--- src/rtl/cc_cond_unit.sv ---
// Condition-code register and cmovXX/jXX condition evaluator for the SEQ
// execute stage. Flags are derived from the ALU operands/result on OPq and
// registered; cnd is decoded combinationally from the registered flags, so an
// instruction in the same cycle as an OPq still observes the previous flags.
module cc_cond_unit #(
    parameter int unsigned WIDTH = 64
) (
    input  logic             clk,
    input  logic             rst_n,
    input  logic [3:0]       icode,
    input  logic [3:0]       ifun,
    input  logic [WIDTH-1:0] alu_a,
    input  logic [WIDTH-1:0] alu_b,
    input  logic [WIDTH-1:0] alu_result,
    input  logic             stall,
    output logic             zf,
    output logic             sf,
    output logic             of,
    output logic             cnd,
    output logic             ifun_err
);

    // Instruction codes that interact with the condition codes.
    localparam logic [3:0] ICODE_CMOVXX = 4'h2;
    localparam logic [3:0] ICODE_OPQ    = 4'h6;
    localparam logic [3:0] ICODE_JXX    = 4'h7;

    // OPq function codes.
    localparam logic [3:0] FN_ADD = 4'h0;
    localparam logic [3:0] FN_SUB = 4'h1;
    localparam logic [3:0] FN_AND = 4'h2;
    localparam logic [3:0] FN_XOR = 4'h3;

    // Branch / move condition function codes.
    localparam logic [3:0] C_ALWAYS = 4'h0;
    localparam logic [3:0] C_LE     = 4'h1;
    localparam logic [3:0] C_L      = 4'h2;
    localparam logic [3:0] C_E      = 4'h3;
    localparam logic [3:0] C_NE     = 4'h4;
    localparam logic [3:0] C_GE     = 4'h5;
    localparam logic [3:0] C_G      = 4'h6;

    logic zf_q, sf_q, of_q, err_q;
    logic zf_d, sf_d, of_d, err_d;

    logic is_opq, is_cond;
    logic opq_fn_ok, cond_fn_ok;
    logic set_cc, err_set;
    logic a_msb, b_msb, r_msb;
    logic zf_n, sf_n, of_n;
    logic lt;

    // Instruction classification and update enables.
    always_comb begin
        is_opq     = (icode == ICODE_OPQ);
        is_cond    = (icode == ICODE_CMOVXX) || (icode == ICODE_JXX);
        opq_fn_ok  = (ifun <= FN_XOR);
        cond_fn_ok = (ifun <= C_G);
        // rst_n is redundant with the async reset but keeps set_cc low in reset.
        set_cc     = is_opq && opq_fn_ok && !stall && rst_n;
        err_set    = !stall && ((is_opq && !opq_fn_ok) || (is_cond && !cond_fn_ok));
    end

    // Candidate flag values from the ALU operands and result.
    always_comb begin
        a_msb = alu_a[WIDTH-1];
        b_msb = alu_b[WIDTH-1];
        r_msb = alu_result[WIDTH-1];
        zf_n  = (alu_result == '0);
        sf_n  = r_msb;
        of_n  = 1'b0;
        unique case (ifun)
            // valE = valB + valA: overflow when like-signed inputs flip sign.
            FN_ADD:  of_n = (a_msb == b_msb) && (r_msb != a_msb);
            // valE = valB - valA: overflow when unlike-signed and result leaves valB's sign.
            FN_SUB:  of_n = (a_msb != b_msb) && (r_msb != b_msb);
            FN_AND:  of_n = 1'b0;
            FN_XOR:  of_n = 1'b0;
            default: of_n = 1'b0;
        endcase
    end

    // Next-state for the flag register and sticky error.
    always_comb begin
        zf_d  = zf_q;
        sf_d  = sf_q;
        of_d  = of_q;
        err_d = err_q;
        if (set_cc) begin
            zf_d = zf_n;
            sf_d = sf_n;
            of_d = of_n;
        end
        if (err_set) begin
            err_d = 1'b1;
        end
    end

    // Flag and error state; reset leaves zf=1 so "je" is taken out of reset.
    always_ff @(posedge clk or negedge rst_n) begin
        if (!rst_n) begin
            zf_q  <= 1'b1;
            sf_q  <= 1'b0;
            of_q  <= 1'b0;
            err_q <= 1'b0;
        end else begin
            zf_q  <= zf_d;
            sf_q  <= sf_d;
            of_q  <= of_d;
            err_q <= err_d;
        end
    end

    // Condition decode from the registered flags only.
    always_comb begin
        lt  = sf_q ^ of_q;
        cnd = 1'b0;
        if (is_cond) begin
            unique case (ifun)
                C_ALWAYS: cnd = 1'b1;
                C_LE:     cnd = lt | zf_q;
                C_L:      cnd = lt;
                C_E:      cnd = zf_q;
                C_NE:     cnd = !zf_q;
                C_GE:     cnd = !lt;
                C_G:      cnd = !lt && !zf_q;
                default:  cnd = 1'b0;
            endcase
        end
    end

    assign zf       = zf_q;
    assign sf       = sf_q;
    assign of       = of_q;
    assign ifun_err = err_q;

endmodule

--- config.mk ---
export PLATFORM = sky130hd
export DESIGN_NAME = cc_cond_unit
export DESIGN_NICKNAME = d
export VERILOG_FILES = /design/src/rtl/cc_cond_unit.sv
export SDC_FILE = /design/constraint.sdc
export NUM_CORES = 1
export LEC_CHECK = 0
export BUFFER_PORTS_ARGS = -buffer_cell sky130_fd_sc_hd__clkbuf_2
export CAP_MARGIN = 20
export CORE_AREA = 5 5 78 80
export CTS_CLUSTER_SIZE = 14
export DETAILED_ROUTE_END_ITERATION = 6
export DIE_AREA = 0 0 83 85
export GPL_ROUTABILITY_DRIVEN = 0
export PLACE_DENSITY = 0.65
export RECOVER_POWER = 25
export SYNTH_ARGS = -nofsm -noshare
export SYNTH_HDL_FRONTEND = slang
export SYNTH_SLANG_ARGS = --single-unit
--- constraint.sdc ---
create_clock -name clk -period 1.5 [get_ports clk]
set_input_delay 0.15 -clock clk [delete_from_list [all_inputs] [get_ports clk]]
set_output_delay 0.15 -clock clk [all_outputs]
set_load 0.02 [all_outputs]
==> run_results.csv <==
group,metric,value,unit
setup_path,rr_startpoint,"sf",
global_routing,grt_pass1_vias,933,
die,initial_utilization,8.49,%
place,dp.cells,211,
global_routing,grt-ovfl-total,0,
run_status,outcome,"complete, but fails checks",
place,dpl.hpwl,2.23,mm
layout,layout.nets,348,
timing,layout_min_cycle_time,1.78,ns
setup_path,startpoint_type,"flop",
setup_path,worst-path-max-fanout,2,
clock_network,clk_pin_slew,0.04,ns
power_and_ir_drop,power_density,505,nW/um^2
route,totalWireLength,2.35,mm
die,core,5340,sq um
hold_path,holdCritStartpoint,"stall",
setup_path,path_class,"reg2out",
setup_path,crit_path_end_kind,"primary output",
power_and_ir_drop,leakagePower,0.526,nW
run_status,failed_checks,"negative setup slack",
timing,worstMarginPinSlew,0.417,ns
setup_path,rrSetupSlack,0.58,ns
layout,diodes,0,
layout,nFillCells,618,
route,post-route-drc-count,0,
clock_network,htree_levels,1,
logic_synthesis,syn_avg_cell_area,8.55,sq um
logic_synthesis,yosysTopAreaCell,"nor4_1",
layout,layout-drive-gt1-share,69.4,%
layout,mostFrequentLayoutCells,"clkbuf_2, nor4_1, buf_4, nor4_2, nand4_1",
clock_network,root_buffer,"clkbuf_8",
logic_synthesis,ys.flop_type,"dfrtp_1",
job,cap_violations,0,
logic_synthesis,syn_nets,256,
global_routing,antenna_found_initial,0,
route,vias,851,
timing,fmax,0.561,GHz
power_and_ir_drop,comb_power_share,33.0,%
die,ios,208,
timing,finalSetupViolCount,1,
setup_path,ff2ff_path_depth,2,
power_and_ir_drop,pwr-share-seq,21.1,%
clock_network,post-cts-setup-buffer-count,0,
layout,area_delta_synth_final,136,%
clock_network,ctsLongestPathBuffers,2,
logic_synthesis,synth_edf_count,0,
setup_path,rr_endpoint,"sf",
route,wire_per_inst,10.9,microns
timing,skew,0,ns
route,firstDrtPassIters,4,
die,row_count,27,
timing,layout_setup_ws,-0.282,ns
hold_path,holdPathStages,2,
logic_synthesis,ys_ff_latch,4,
clock_network,tritoncts,"built",
clock_network,clk_latency,0.23,ns
layout,layout_commonest_cell,"clkbuf_2",
timing,final.period_utilization,119,%
timing,rsz0062_at_grt,"true",
route,dr.first_iter.drc_count,8,
die,fp.dieH,85,microns
power_and_ir_drop,power_switching_share,25.4,%
timing,slew_headroom,71.8,%
layout,layout.area.seq,104,sq um
logic_synthesis,synth.area.top_cells,"nor4_1, dfrtp_1, nor4_2, dfstp_2, nand4_1",
power_and_ir_drop,power.internal,403,uW
logic_synthesis,synthCells,53,
logic_synthesis,yosysWarnings,0,
route,postRouteAntennaNets,0,
logic_synthesis,ys_types,27,
global_routing,grt_use_total,6.64,%
timing,slew_violations,0,
global_routing,grt_max_degree,8,
power_and_ir_drop,power_frac_clock,45.9,%
logic_synthesis,async_flop_share,100,%
layout,fin_cells,216,
power_and_ir_drop,ir_drop,0.000136,V
logic_synthesis,synth_top_area_share,18.0,%
timing,setup-tns-final,-0.282,ns
layout,multi_input_area,364,sq um
place,port-buffer-count,81,
power_and_ir_drop,power.total,540,uW
clock_network,cts_made_buffers,3,
setup_path,worstSetupStartpoint,"sf",
hold_path,hold_end,"ifun_err",
global_routing,grt_pass1_wl,3.80,mm
logic_synthesis,ys_seq_area_share,22.4,%
route,vias_per_cell,3.94,
die,fp.dieW,83,microns
logic_synthesis,syn-cell-area,453,sq um
timing,hold_viol,0,
die,dieArea,7060,sq um
clock_network,clock_sinks,4,
setup_path,cp.required,1.35,ns
hold_path,min_path_type,"in2reg",
setup_path,worstPathArrival,1.63,ns
power_and_ir_drop,switchingPower,137,uW
## synthesized netlist by cell type, drive strengths merged (2+ instances only)
library cell,count
or4,2
nor4,17
dfrtp,3
nor2b,3
nand2,3
nand4,4
nand2b,2
## stage by stage
stage | hold slack, ns | cell area (sq um) | setup WS, ns | util (%)
floorplan | -0.146 | 472 | -0.0390 | -
global placement | -0.0310 | 1000 | -0.0853 | 18.8
detailed placement | -0.0300 | 1000 | -0.0870 | 18.8
CTS | 0.145 | 1070 | -0.302 | 20.0
global route | 0.161 | 1070 | -0.356 | 20.0
finish | 0.142 | 1070 | -0.282 | 20.0
## cell families after synthesis
| group | after synthesis | synth area share, % |
|---|---|---|
| multiplexers | 1 | 2.49 |
| buffers and inverters | 1 | 0.828 |
| AND/OR/NAND/NOR | 34 | 52.2 |
| flip-flops | 4 | 22.4 |
| XOR/XNOR | 2 | 3.87 |
| AO/OA/AOI/OAI | 10 | 16.0 |
| adder cells (fa/ha/maj) | 1 | 2.21 |
## power groups by stage
stage / Sequential, mW / Clock [mW] / Combinational, mW
5_1_grt: 0.114 / 0.256 / 0.199
4_1_cts: 0.114 / 0.252 / 0.180
3_5_place_dp: 0.115 / 0 / 0.176
2_1_floorplan: 0.119 / 0 / 0.0401
3_3_place_gp: 0.115 / 0 / 0.174
6_report: 0.114 / 0.247 / 0.178
## layout make-up
cell class | instances | share of cell area, %
Tap cell | 72 | 8.43
Multi-Input combinational cell | 48 | 34.1
Timing Repair Buffer | 87 | 43.2
Clock buffer | 4 | 4.22
Inverter | 1 | 0.351
Sequential cell | 4 | 9.72
## worst max path at each step
| stage | end | cells past startpoint |
|---|---|---|
| floorplan | cnd | 4 |
| global placement | cnd | 5 |
| detailed placement | cnd | 5 |
| CTS | cnd | 5 |
| global route | cnd | 5 |
| finish | cnd | 5 |
## routing by layer
metal	part of all wire, %	vias to the layer above	global-route usage, %
li1	-	409	-
met5	0	-	0
met2	43	78	10.8
met1	41	359	8.12
met4	2.1	0	3.12
met3	13	5	1.84
## timing repair
item / 4_1_cts / 5_1_grt
pin swaps: 0 / 0
hold buffers: 1 / 0
gates cloned: 0 / 0
setup endpoints to repair: 1 / 1
gates resized for setup: 2 / 1
endpoints found under the hold margin: 4 / 0
## sequential cells by signal, summed over array words and instances (netlist names)
signal and flops:
of 1, ifun_err 1, zf 1, sf 1
## critical path, stage by stage, from the launching register on
cell	delay [ns]
dfrtp_2	0.41
xor2_2	0.18
maj3_2	0.30
a221oi_2	0.24
o21a_2	0.18
buf_8	0.11
Power figures use the tool's default switching activity.
